### src/rtl/inst_fetch_bridge.sv
// Instruction-fetch bridge between the IF stage and an SRAM-like instruction port.
// It keeps at most one request outstanding and drops any response whose fetch was flushed.
`timescale 1ns/1ps
module inst_fetch_bridge (
    input  logic        clk_i,
    input  logic        rst_i,
    input  logic [31:0] if_pc_i,
    input  logic        if_stall_i,
    input  logic        if_flush_i,
    output logic [31:0] inst_o,
    output logic        stallreq_o,
    output logic        inst_req_o,
    output logic        inst_wr_o,
    output logic [1:0]  inst_size_o,
    output logic [31:0] inst_addr_o,
    input  logic        inst_addr_ok_i,
    input  logic        inst_data_ok_i,
    input  logic [31:0] inst_rdata_i
);

    typedef enum logic [2:0] {
        ST_IDLE    = 3'd0,
        ST_ADDR    = 3'd1,
        ST_DATA    = 3'd2,
        ST_DONE    = 3'd3,
        ST_DISCARD = 3'd4
    } state_t;

    state_t      state_r;
    state_t      state_nxt_s;
    logic        discard_r;
    logic        discard_nxt_s;
    logic [31:0] latch_r;
    logic [31:0] latch_nxt_s;
    logic [31:0] addr_r;
    logic [31:0] addr_nxt_s;
    logic [31:0] pc_phys_s;
    logic        pc_aligned_s;
    logic        req_s;
    logic        stallreq_s;
    logic [31:0] inst_s;

    // kseg0/kseg1 fold onto the low 512 MiB of physical space
    function automatic logic [31:0] virt_to_phys(input logic [31:0] va);
        if (va[31:30] == 2'b10) begin
            virt_to_phys = {3'b000, va[28:0]};
        end else begin
            virt_to_phys = va;
        end
    endfunction

    assign pc_phys_s    = virt_to_phys(if_pc_i);
    assign pc_aligned_s = (if_pc_i[1:0] == 2'b00);

    assign inst_wr_o   = 1'b0;
    assign inst_size_o = 2'b10;
    // A pending request keeps the address it was issued with, even if the PC moves
    assign inst_addr_o = (state_r == ST_ADDR) ? addr_r : pc_phys_s;
    assign inst_req_o  = rst_i & req_s;
    assign stallreq_o  = rst_i & stallreq_s;
    assign inst_o      = rst_i ? inst_s : 32'h0000_0000;

    // Next-state and output decode for the fetch handshake
    always_comb begin
        state_nxt_s   = state_r;
        discard_nxt_s = discard_r;
        latch_nxt_s   = latch_r;
        addr_nxt_s    = addr_r;
        req_s         = 1'b0;
        stallreq_s    = 1'b0;
        inst_s        = 32'h0000_0000;
        case (state_r)
            ST_IDLE: begin
                if (pc_aligned_s && !if_flush_i) begin
                    req_s         = 1'b1;
                    stallreq_s    = 1'b1;
                    addr_nxt_s    = pc_phys_s;
                    discard_nxt_s = 1'b0;
                    if (inst_addr_ok_i) begin
                        state_nxt_s = ST_DATA;
                    end else begin
                        state_nxt_s = ST_ADDR;
                    end
                end else begin
                    state_nxt_s = ST_IDLE;
                end
            end
            ST_ADDR: begin
                req_s      = 1'b1;
                stallreq_s = 1'b1;
                if (inst_addr_ok_i) begin
                    if (discard_r || if_flush_i) begin
                        state_nxt_s   = ST_DISCARD;
                        discard_nxt_s = 1'b1;
                    end else begin
                        state_nxt_s = ST_DATA;
                    end
                end else if (if_flush_i) begin
                    discard_nxt_s = 1'b1;
                end else begin
                    discard_nxt_s = discard_r;
                end
            end
            ST_DATA: begin
                if (inst_data_ok_i) begin
                    if (if_flush_i) begin
                        state_nxt_s = ST_IDLE;
                    end else begin
                        inst_s = inst_rdata_i;
                        if (if_stall_i) begin
                            state_nxt_s = ST_DONE;
                            latch_nxt_s = inst_rdata_i;
                        end else begin
                            state_nxt_s = ST_IDLE;
                        end
                    end
                end else begin
                    stallreq_s = 1'b1;
                    if (if_flush_i) begin
                        state_nxt_s   = ST_DISCARD;
                        discard_nxt_s = 1'b1;
                    end else begin
                        state_nxt_s = ST_DATA;
                    end
                end
            end
            ST_DONE: begin
                inst_s = latch_r;
                if (!if_stall_i || if_flush_i) begin
                    state_nxt_s = ST_IDLE;
                end else begin
                    state_nxt_s = ST_DONE;
                end
            end
            ST_DISCARD: begin
                stallreq_s = 1'b1;
                if (inst_data_ok_i) begin
                    state_nxt_s   = ST_IDLE;
                    discard_nxt_s = 1'b0;
                end else begin
                    state_nxt_s = ST_DISCARD;
                end
            end
            default: begin
                state_nxt_s   = ST_IDLE;
                discard_nxt_s = 1'b0;
            end
        endcase
    end

    // State, discard flag, held instruction and pending address registers
    always_ff @(posedge clk_i or negedge rst_i) begin
        if (!rst_i) begin
            state_r   <= ST_IDLE;
            discard_r <= 1'b0;
            latch_r   <= 32'h0000_0000;
            addr_r    <= 32'h0000_0000;
        end else begin
            state_r   <= state_nxt_s;
            discard_r <= discard_nxt_s;
            latch_r   <= latch_nxt_s;
            addr_r    <= addr_nxt_s;
        end
    end

endmodule

### config.mk
export PLATFORM = sky130hd
export DESIGN_NAME = inst_fetch_bridge
export DESIGN_NICKNAME = d
export VERILOG_FILES = /design/src/rtl/inst_fetch_bridge.sv
export SDC_FILE = /design/constraint.sdc
export NUM_CORES = 1
export LEC_CHECK = 0
export BUFFER_PORTS_ARGS = -buffer_cell sky130_fd_sc_hd__buf_2
export CAP_MARGIN = 10
export CELL_PAD_IN_SITES_DETAIL_PLACEMENT = 0
export CELL_PAD_IN_SITES_GLOBAL_PLACEMENT = 1
export CORE_MARGIN = 8
export CORE_UTILIZATION = 35
export CTS_BUF_LIST = sky130_fd_sc_hd__clkbuf_16
export CTS_CLUSTER_DIAMETER = 40
export DETAILED_ROUTE_END_ITERATION = 12
export PLACE_DENSITY = 0.82
export SLEW_MARGIN = 15
export SYNTH_ARGS = -nofsm -noshare
export SYNTH_HDL_FRONTEND = slang
export SYNTH_SLANG_ARGS = --single-unit
### constraint.sdc
create_clock -name clk_i -period 1.6 [get_ports clk_i]
set_input_delay 0.24 -clock clk_i [delete_from_list [all_inputs] [get_ports clk_i]]
set_output_delay 0.24 -clock clk_i [all_outputs]
set_load 0.01 [all_outputs]
==> out/results.txt, run 1 <==
status - complete, but fails checks
failing checks - setup timing
M1 GR Usage - 0.192
total of max-cap violations - 0
Row Count - 38
Max FO, Critical Path - 8
placed cell area - 0.00492 sq mm
Routed WL - 12000 um
Vias - 3220
CP arrival - 1.81 ns
CTS root buffer - clkbuf_16
main area contributors after synthesis - dfrtp_1 (44%), mux2_4 (22%), mux2_2 (9.8%)
Util after Layout - 0.550
worst clock skew - 0.00386 ns
Clk pin slew, worst setup/hold paths - 0.06 ns
most frequent cells after synthesis - dfrtp_1 (68), mux2_4 (56), mux2_2 (34)
GRT Overall Usage - 0.155
I/O Buffers - 135
Ports - 139
Ant. Diodes - 0
sequential fraction of the synthesis area - 0.436
ys flop type - dfrtp_1
ANT nets after route - 0
synthesized area - 0.00390 sq mm
total grt overflow - 0
DR iter-0 viols - 208
Seq. cell area - 0.00170 sq mm
Via density - 5.19
Final Critical Period - 2.05 ns
min setup slack post-route - -0.446 ns
TritonCTS clock tree - done
EDFF count, synth - 0
TritonRoute pass-1 iters - 4
async set or reset register ratio after synthesis - 1.00
vias in the first global route - 3414
Filler Cell Count - 902
total power - 7.81 mW
Layout area overhead - 52.9%
first-pass GRT wire length - 18200 um
DP Wirelength - 7640 um
Warnings, synthesis - 0
Chip Height - 122 um
Residual DRC - 0
Starting Density - 0.360
synthesized flop and latch total - 68
multi-input logic area - 0.00220 sq mm
# setup viols final - 120
Mean Syn Cell Area - 12.8 sq um
Hold Path Class - in2async
largest net degree at the start of global routing - 45
Fin Hold WS - 0.0537 ns
RSZ-0062 raised after global routing - true
Least-Margin Pin Slew - 0.586 ns
most frequent cell after synthesis - dfrtp_1
CP endpoint kind - primary output
Sink Count - 68
final hold viol count - 0
met2 Usage GRT - 0.255
Cell variety after synth - 40
Critical Path Start Type - flop
htree depth - 3
Total Die Area - 0.0148 sq mm
core area - 0.0108 sq mm
ratio of cells with drive above 1 in the final layout - 0.642
Mapped Cells - 305
die width - 122 um
leakage power - 3.01 nW
Max IR drop VDD - 0.000544 V
Worst Path Required - 1.36 ns
post-route cell area - 0.00596 sq mm
Yosys top cell by area - dfrtp_1
share of the synthesized area in the top cell type - 0.436
CTS max path bufs - 2
RD Place Congestion - 0.747
CP Class - reg2out
Worst-Skew Late Latency - 0.33 ns
WL per Instance - 19.4 um
Num CTS Buffers - 9
Slew Viols, Final - 0
Pwr Density - 1310 mW/mm^2
most used routing layer - met2
grt met3 use - 0.0324
NumNets Final - 546
Final Cycle Share - 1.28
initial antenna violation count - 0
Slew HR - 0.610
Fmax achieved - 489 MHz
-- power breakdown --
group          leakage, nW  total, mW  internal, mW  switching, mW
registers            0.865       3.04          2.53          0.512
logic                 2.02       3.01          1.98           1.03
clock network        0.131       1.75          1.02          0.729
-- placed cells by master (no fill, tap or decap), types with 2 or more instances in the layout --
master and instances:
a21oi_1 4, a32oi_1 30, a32oi_2 2, and2_1 2, and3b_1 2, buf_12 8
buf_16 4, buf_2 104, buf_4 18, buf_6 41, buf_8 9, clkbuf_16 11
clkinv_2 2, clkinvlp_4 2, conb_1 3, dfrtp_1 66, dfrtp_2 2, inv_1 4
mux2_2 4, mux2_4 87, nand2_1 3, nand2_2 2, nand3_1 2, nor2_1 33
nor2b_1 2, nor3b_1 2, nor3b_4 2, o21ai_0 5, o21ai_1 3, o22a_1 2
-- logic make-up after synthesis --
logic type | after synthesis | synth area share
mux | 92 | 0.319
flops | 68 | 0.436
simple gates | 60 | 0.0888
compound gates | 52 | 0.103
buf+inv | 31 | 0.0507
other cells | 2 | 0.00193
-- path summary, 6_finish.rpt --
path,start,to,slack [ns],depth (start not counted)
max,state_r[0]$_DFFE_PN0P_,inst_addr_o[17],-0.45,6
min,rst_i,addr_r[20]$_DFFE_PN0P_,0.05,2
max reg2reg,state_r[0]$_DFFE_PN0P_,latch_r[1]$_DFFE_PN0P_,-0.23,7
min reg2reg,latch_r[18]$_DFFE_PN0P_,latch_r[18]$_DFFE_PN0P_,0.51,1
max in group asynchronous,rst_i,state_r[2]$_DFFE_PN0P_,0.67,3
min in group clk_i,if_pc_i[27],addr_r[27]$_DFFE_PN0P_,0.16,2
-- per-layer routing --
layer	share of wire	wire [um]
met1	0.43	5130
met2	0.51	6080
met3	0.048	574
met4	0.021	253
met5	0	0
-- worst max-delay path, stage by stage (launching register included) --
cell       delay (ns)
dfrtp_1          0.38
buf_6            0.13
nor3b_4          0.22
buf_6            0.16
clkbuf_16        0.16
mux2_4           0.30
buf_6            0.12
-- sequential cells by signal, summed over array words and instances, names as in the netlist --
register / cells
addr_r: 32
latch_r: 32
state_r: 3
discard_r: 1
-- area by class of cell --
class / instances / area share
multi-input cells: 207 / 0.369
flip-flops and latches: 68 / 0.286
repair buffers: 188 / 0.271
clock buffers: 9 / 0.0378
well taps: 140 / 0.0294
clock inverters: 7 / 0.00608
inverters: 2 / 0.00126
-- metrics by stage --
| step | setup TNS (ns) | setup slack [ns] | cells |
|---|---|---|---|
| after global routing | -40.81 | -0.545 | 621 |
| after floorplan | -2.26 | -0.0908 | 306 |
| final | -33.00 | -0.446 | 621 |
| after detailed placement | -10.94 | -0.168 | 578 |
| after global placement | -5.87 | -0.132 | 578 |
| after CTS | -34.98 | -0.480 | 614 |
-- timing repair --
item | 4_1_cts | 5_1_grt
gates cloned | 8 | 2
pin swaps | 8 | 18
hold endpoints to repair | 24 | 0
hold buffers | 1 | 0
setup buffers | 11 | 9
endpoints found under the setup margin | 125 | 130
gates resized for setup | 31 | 69
Power figures use the tool's default switching activity.
==> run 2, diff against run 1 <==
--- a/config.mk
+++ b/config.mk
@@ -5,16 +5,17 @@
 export SDC_FILE = /design/constraint.sdc
 export NUM_CORES = 1
 export LEC_CHECK = 0
+export ABC_AREA = 1
 export BUFFER_PORTS_ARGS = -buffer_cell sky130_fd_sc_hd__buf_2
 export CAP_MARGIN = 10
 export CELL_PAD_IN_SITES_DETAIL_PLACEMENT = 0
 export CELL_PAD_IN_SITES_GLOBAL_PLACEMENT = 1
 export CORE_MARGIN = 8
-export CORE_UTILIZATION = 35
+export CORE_UTILIZATION = 31
 export CTS_BUF_LIST = sky130_fd_sc_hd__clkbuf_16
 export CTS_CLUSTER_DIAMETER = 40
 export DETAILED_ROUTE_END_ITERATION = 12
-export PLACE_DENSITY = 0.82
+export PLACE_DENSITY = 0.83
 export SLEW_MARGIN = 15
 export SYNTH_ARGS = -nofsm -noshare
 export SYNTH_HDL_FRONTEND = slang
==> out/results.txt, run 2 <==
status - complete, but fails checks (unchanged)
failing checks - setup timing (unchanged)
WL per Instance - 15.6 um (was 19.4 um)
Warnings, synthesis - 0 (unchanged)
Vias - 3958 (was 3220)
R2R cell count - 11 (was 7)
Top cell by count, worst path - nor2_4 (was buf_6)
post-route cell area - 0.00595 sq mm (was 0.00596 sq mm)
CP bufs+invs - 4 (unchanged)
sequential fraction of the synthesis area - 0.481 (was 0.436)
share of the synthesized area in the top cell type - 0.481 (was 0.436)
GRT Overall Usage - 0.163 (was 0.155)
CP endpoint kind - primary output (unchanged)
TritonRoute pass-1 iters - 4 (unchanged)
NumNets Final - 753 (was 546)
total grt overflow - 0 (unchanged)
Least-Margin Pin Slew - 0.915 ns (was 0.586 ns)
Clk pin slew, worst setup/hold paths - 0.05 ns (was 0.06 ns)
leakage power - 3.01 nW (about the same)
worst reg2reg setup slack - -0.17 ns (was -0.23 ns)
core area - 0.0113 sq mm (was 0.0108 sq mm)
Layout area overhead - 68.2% (was 52.9%)
Hold Path Class - in2async (unchanged)
CP Class - reg2out (unchanged)
ys flop type - dfrtp_1 (unchanged)
first-pass GRT wire length - 19700 um (was 18200 um)
Mean Syn Cell Area - 7.29 sq um (was 12.8 sq um)
htree depth - 3 (unchanged)
Starting Density - 0.314 (was 0.360)
Slew HR - 0.390 (was 0.610)
Ports - 139 (unchanged)
ratio of cells with drive above 1 in the final layout - 0.515 (was 0.642)
Max stage delay on crit path - 0.39 ns (was 0.38 ns)
# setup viols final - 108 (was 120)
Chip Height - 123 um (was 122 um)
synthesized area - 0.00354 sq mm (was 0.00390 sq mm)
largest registers - addr_r (32), latch_r (32), state_r (3) (unchanged)
critical path, cell by cell - inv_2 -> nor2_4 -> nand3_2 -> nor2_4 -> buf_6 -> buf_16 -> nand2_2 -> a21oi_1 -> buf_2 (was buf_6 -> nor3b_4 -> buf_6 -> clkbuf_16 -> mux2_4 -> buf_6)
Filler Cell Count - 1068 (was 902)
Max IR drop VDD - 0.000591 V (was 0.000544 V)
Hold Buf Count CTS - 0 (was 1)
TritonCTS clock tree - done (unchanged)
CP max-delay cell - dfrtp_1 (unchanged)
Placement Setup Slack - -0.0976 ns (was -0.168 ns)
main area contributors after synthesis - dfrtp_1 (48%), nand2_1 (18%), o21ai_0 (8.8%) (was dfrtp_1 (44%), mux2_4 (22%), mux2_2 (9.8%))
Mapped Cells - 485 (was 305)
Sink Count - 68 (unchanged)
Pwr Density - 1330 mW/mm^2 (was 1310 mW/mm^2)
commonest non-fill, non-tap cells in the layout - buf_2 (133), nand2_1 (115), dfrtp_1 (67) (was buf_2 (104), mux2_4 (87), dfrtp_1 (66))
synthesized flop and latch total - 68 (unchanged)
min setup slack post-route - -0.398 ns (was -0.446 ns)
Final Critical Period - 2.00 ns (was 2.05 ns)
Residual DRC - 0 (unchanged)
final hold viol count - 0 (unchanged)
CTS max path bufs - 2 (unchanged)
RD Place Congestion - 0.846 (was 0.747)
commonest non-fill, non-tap cell in the layout - buf_2 (unchanged)
Slew Viols, Final - 0 (unchanged)
Worst-Skew Late Latency - 0.32 ns (was 0.33 ns)
DR iter-0 viols - 192 (was 208)
ANT nets after route - 0 (unchanged)
largest net degree at the start of global routing - 69 (was 45)
Final Cycle Share - 1.25 (was 1.28)
Yosys top cell by area - dfrtp_1 (unchanged)
CTS root buffer - clkbuf_16 (unchanged)
RSZ-0062 raised after global routing - true (unchanged)
Total Die Area - 0.0151 sq mm (was 0.0148 sq mm)
vias in the first global route - 4061 (was 3414)
worst clock skew - 0.00556 ns (was 0.00386 ns)
EDFF count, synth - 0 (unchanged)
Num CTS Buffers - 9 (unchanged)
total of max-cap violations - 0 (unchanged)
Via density - 4.76 (was 5.19)
cell family with most CP delay - buffers and inverters (unchanged)
die width - 123 um (was 122 um)
Fmax achieved - 500 MHz (was 489 MHz)
CP arrival - 1.76 ns (was 1.81 ns)
Routed WL - 12900 um (was 12000 um)
Setup crit end - inst_o[19] (was inst_addr_o[17])
most frequent cell after synthesis - nand2_1 (was dfrtp_1)
Max FO, Critical Path - 8 (unchanged)
Worst Path Required - 1.36 ns (about the same)
Row Count - 39 (was 38)
placed cell area - 0.00461 sq mm (was 0.00492 sq mm)
initial antenna violation count - 1 (was 0)
worst reg2reg endpoint - addr_r[10]$_DFFE_PN0P_ (was latch_r[1]$_DFFE_PN0P_)
crit path launch - state_r[1]$_DFFE_PN0P_ (was state_r[0]$_DFFE_PN0P_)
I/O Buffers - 135 (unchanged)
Cell variety after synth - 21 (was 40)
CP Depth - 9 (was 6)
Critical Path Start Type - flop (unchanged)
async set or reset register ratio after synthesis - 1.00 (unchanged)
DP Wirelength - 7480 um (was 7640 um)
most frequent cells after synthesis - nand2_1 (174), dfrtp_1 (68), o21ai_0 (62) (was dfrtp_1 (68), mux2_4 (56), mux2_2 (34))
Worst R2R Start - state_r[1]$_DFFE_PN0P_ (was state_r[0]$_DFFE_PN0P_)
[run 2: changes by cell type in the layout (fill, tap and decap cells not counted), sizes merged, moves of 4 or more]
| cell | change |
|---|---|
| nor2 | -14 |
| o21ai | +91 |
| buf | +28 |
| nand3 | +4 |
| inv | +42 |
| a32oi | -32 |
| nor3b | -4 |
| a21oi | +32 |
| mux2 | -91 |
| nand2 | +170 |
[run 2: area by class of cell]
class | instances | area [sq um] | share of cell area
Multi-Input combinational cell | 343 | 1950 | 0.328
Timing Repair Buffer | 216 | 1680 | 0.283
Clock inverter | 6 | 26.3 | 0.00442
Sequential cell | 68 | 1700 | 0.286
Tap cell | 143 | 179 | 0.0301
Inverter | 45 | 181 | 0.0305
Clock buffer | 9 | 225 | 0.0379
Antenna cell | 1 | 2.50 | 0.000421
[run 2: worst register-to-register path, delay by kind of cell (launching register included)]
family	cells	cell delay (ns)
AOI/OAI and AO/OA	1	0.07
buffers and inverters	6	0.77
DFF	1	0.41
and+or+nand+nor	4	0.39
[run 2: per-layer routing]
| metal | track usage | wire length (um) | vias to the layer above |
|---|---|---|---|
| li1 | - | - | 1946 |
| met5 | 0 | 0 | - |
| met2 | 0.280 | 6710 | 77 |
| met1 | 0.196 | 5600 | 1917 |
| met4 | 0.0754 | 232 | 0 |
| met3 | 0.0253 | 408 | 18 |
[run 2: worst min path at each step]
stage / from / endpoint / slack [ns]
5_1_grt: if_pc_i[12] / addr_r[12]$_DFFE_PN0P_ / 0.18
3_3_place_gp: discard_r$_DFFE_PN0P_ / discard_r$_DFFE_PN0P_ / 0.46
2_1_floorplan: rst_i / addr_r[0]$_DFFE_PN0P_ / -0.06
4_1_cts: if_pc_i[16] / addr_r[16]$_DFFE_PN0P_ / 0.17
6_report: rst_i / addr_r[22]$_DFFE_PN0P_ / 0.16
3_5_place_dp: discard_r$_DFFE_PN0P_ / discard_r$_DFFE_PN0P_ / 0.46
[run 2: report_power, final]
group          switching, mW  internal, mW
registers              0.572          2.50
clock network          0.707          1.01
logic                   1.53          1.56
[run 2: timing repair]
item                                    in CTS  in global routing
resized for setup                           93                139
buffers inserted                            19                 14
gates cloned                                11                  6
pin swaps                                    7                 17
endpoints found under the setup margin      74                120
[run 2: logic make-up (layout without fill, tap and decap cells)]
family          after synthesis  in the layout  share of synthesized area
compound gates              136            136                      0.193
buf+inv                      75            276                     0.0941
flops                        68             68                      0.481
other cells                   2              4                    0.00212
simple gates                204            204                      0.229
[run 2: through the flow]
stage | hold WS [ns] | setup TNS (ns) | utilization | total power [mW] | cells
2_1_floorplan | -0.0556 | 0 | - | 4.09 | 486
3_3_place_gp | 0.464 | -0.245 | 0.409 | 4.80 | 776
3_5_place_dp | 0.460 | -1.96 | 0.409 | 4.89 | 776
4_1_cts | 0.165 | -26.58 | 0.492 | 7.49 | 820
5_1_grt | 0.179 | -36.89 | 0.528 | 8.44 | 831
6_report | 0.164 | -25.48 | 0.528 | 7.89 | 831
==> run 3, diff against run 2 <==
--- a/config.mk
+++ b/config.mk
@@ -11,11 +11,11 @@
 export CELL_PAD_IN_SITES_DETAIL_PLACEMENT = 0
 export CELL_PAD_IN_SITES_GLOBAL_PLACEMENT = 1
 export CORE_MARGIN = 8
-export CORE_UTILIZATION = 31
+export CORE_UTILIZATION = 36
 export CTS_BUF_LIST = sky130_fd_sc_hd__clkbuf_16
 export CTS_CLUSTER_DIAMETER = 40
 export DETAILED_ROUTE_END_ITERATION = 12
-export PLACE_DENSITY = 0.83
+export PLACE_DENSITY = 0.9
 export SLEW_MARGIN = 15
 export SYNTH_ARGS = -nofsm -noshare
 export SYNTH_HDL_FRONTEND = slang
==> constraint.sdc (replaced) <==
create_clock -name clk_i -period 2.5 [get_ports clk_i]
set_input_delay 0.375 -clock clk_i [delete_from_list [all_inputs] [get_ports clk_i]]
set_output_delay 0.375 -clock clk_i [all_outputs]
set_load 0.01 [all_outputs]
==> out/results.txt, run 3 (synthesized netlist as in run 2, its figures left out) <==
status - finished clean (was complete, but fails checks)
Total Die Area - 0.0132 sq mm (was 0.0151 sq mm)
Residual DRC - 0 (unchanged)
Hold Path Class - in2async (unchanged)
Internal - 2.71 mW (was 5.08 mW)
Worst R2R Start - state_r[2]$_DFFE_PN0P_ (was state_r[1]$_DFFE_PN0P_)
htree depth - 3 (unchanged)
Max FO, Critical Path - 33 (was 8)
Num CTS Buffers - 9 (unchanged)
critical path, cell by cell - nor2_2 -> nand3_1 -> nor2_4 -> buf_6 -> nand2_1 -> a21oi_1 -> buf_2 (was inv_2 -> nor2_4 -> nand3_2 -> nor2_4 -> buf_6 -> buf_16 -> nand2_2 -> a21oi_1 -> buf_2)
Ant. Diodes - 0 (was 1)
RSZ-0062 raised after global routing - false (was true)
largest net degree at the start of global routing - 69 (unchanged)
ratio of cells with drive above 1 in the final layout - 0.268 (was 0.515)
Routed WL - 9990 um (was 12900 um)
GRT Overall Usage - 0.152 (was 0.163)
CTS root buffer - clkbuf_16 (unchanged)
commonest non-fill, non-tap cells in the layout - nand2_1 (173), buf_2 (135), dfrtp_1 (68) (was buf_2 (133), nand2_1 (115), dfrtp_1 (67))
Layout area overhead - 28.8% (was 68.2%)
total of max-cap violations - 0 (unchanged)
R2R cell count - 7 (was 11)
total grt overflow - 0 (unchanged)
# setup viols final - 0 (was 108)
leakage power - 2.34 nW (was 3.01 nW)
CP arrival - 1.93 ns (was 1.76 ns)
worst clock skew - 0.00717 ns (was 0.00556 ns)
total power - 4.09 mW (was 7.89 mW)
CP endpoint kind - primary output (unchanged)
Filler Cell Count - 1036 (was 1068)
Via density - 4.76 (about the same)
TritonCTS clock tree - done (unchanged)
Final Critical Period - 2.30 ns
post-CTS setup buffers - 0 (was 19)
final setup TNS - 0 ns (was -25.48 ns)
Final Cycle Share - 0.921
Chip Height - 115 um (was 123 um)
first-pass GRT wire length - 16400 um (was 19700 um)
Fmax achieved - 434 MHz
Vias - 3561 (was 3958)
Least-Margin Pin Slew - 0.879 ns (was 0.915 ns)
Flop pwr share - 0.459 (was 0.389)
Worst-Skew Late Latency - 0.32 ns (about the same)
CP max-delay cell - dfrtp_1 (unchanged)
Slew HR - 0.414 (was 0.390)
largest registers - addr_r (32), latch_r (32), state_r (3) (unchanged)
Non-Filler Instances - 748 (was 831)
TritonRoute pass-1 iters - 6 (was 4)
commonest non-fill, non-tap cell in the layout - nand2_1 (was buf_2)
post-CTS sizing - 0 (was 93)
DR iter-0 viols - 162 (was 192)
Critical Path Start Type - flop (unchanged)
Hold Buf Count CTS - 0 (unchanged)
Worst Path Required - 2.12 ns (was 1.36 ns)
crit path launch - state_r[2]$_DFFE_PN0P_ (was state_r[1]$_DFFE_PN0P_)
Ports - 139 (unchanged)
Max stage delay on crit path - 0.45 ns (was 0.39 ns)
vias in the first global route - 3607 (was 4061)
combinational share of power - 0.278 (was 0.393)
power share of the clock group - 0.263 (was 0.218)
WL per Instance - 13.4 um (was 15.6 um)
CP Class - reg2out (unchanged)
Row Count - 36 (was 39)
Slew Viols, Final - 0 (unchanged)
die width - 115 um (was 123 um)
DP Wirelength - 7100 um (was 7480 um)
core area - 0.00964 sq mm (was 0.0113 sq mm)
Util after Layout - 0.472 (was 0.528)
NumNets Final - 680 (was 753)
Max IR drop VDD - 0.000289 V (was 0.000591 V)
Clk pin slew, worst setup/hold paths - 0.05 ns (about the same)
Placed Cells - 732 (was 776)
Sink Count - 68 (unchanged)
ANT nets after route - 0 (unchanged)
Starting Density - 0.367 (was 0.314)
Net Sw Frac - 0.337 (was 0.356)
CTS max path bufs - 2 (unchanged)
RD Place Congestion - 0.837 (was 0.846)
initial antenna violation count - 0 (was 1)
Fin Hold WS - 0.265 ns (was 0.164 ns)
final hold viol count - 0 (unchanged)
I/O Buffers - 135 (unchanged)
P_sw - 1.37 mW (was 2.81 mW)
Pwr Density - 897 mW/mm^2 (was 1330 mW/mm^2)
-- run 3: cell types whose count changed in the layout (fill, tap and decap cells not counted), sizes merged --
cell	delta
diode	-1
clkinv	+1
clkbuf	-3
buf	-69
bufbuf	-1
-- run 3: final cells by class --
class | count | area [sq um] | share of cell area
Inverter | 45 | 174 | 0.0382
Tap cell | 133 | 166 | 0.0365
Multi-Input combinational cell | 343 | 1510 | 0.331
Clock inverter | 7 | 27.5 | 0.00604
Sequential cell | 68 | 1700 | 0.374
Timing Repair Buffer | 143 | 752 | 0.165
Clock buffer | 9 | 225 | 0.0495
-- run 3: final timing paths --
path	slack, ns	end
max	0.20	inst_o[22]
min	0.26	addr_r[20]$_DFFE_PN0P_
max reg2reg	0.52	latch_r[23]$_DFFE_PN0P_
min reg2reg	0.48	addr_r[11]$_DFFE_PN0P_
max in group asynchronous	1.63	addr_r[15]$_DFFE_PN0P_
min in group clk_i	0.30	addr_r[15]$_DFFE_PN0P_
-- run 3: critical path: cells and delay by family, from the launching register on --
| family | cells | cell delay [ns] |
|---|---|---|
| AO/OA/AOI/OAI | 1 | 0.20 |
| buffers and inverters | 2 | 0.43 |
| flip-flops | 1 | 0.45 |
| AND/OR/NAND/NOR | 4 | 0.52 |
-- run 3: power groups by stage --
stage | Sequential (mW) | Combinational, mW | Clock (mW)
5_1_grt | 1.94 | 1.31 | 1.16
2_1_floorplan | 1.81 | 0.806 | 0
3_5_place_dp | 1.88 | 1.15 | 0
4_1_cts | 1.87 | 1.15 | 1.11
6_report | 1.88 | 1.14 | 1.08
3_3_place_gp | 1.86 | 1.11 | 0
-- run 3: per-stage QoR --
step | instance area (sq um) | worst slack [ns]
global placement | 4290 | 0.455
global route | 4550 | 0.0444
floorplan | 3540 | 0.817
finish | 4550 | 0.198
CTS | 4540 | 0.0840
detailed placement | 4290 | 0.418
-- run 3: layer usage --
layer  GRT usage  vias up  part of all wire
met5           0        -                 0
li1            -     1786                 -
met3      0.0352       16             0.039
met1       0.169     1682              0.42
met4      0.0701        0             0.021
met2       0.271       77              0.52
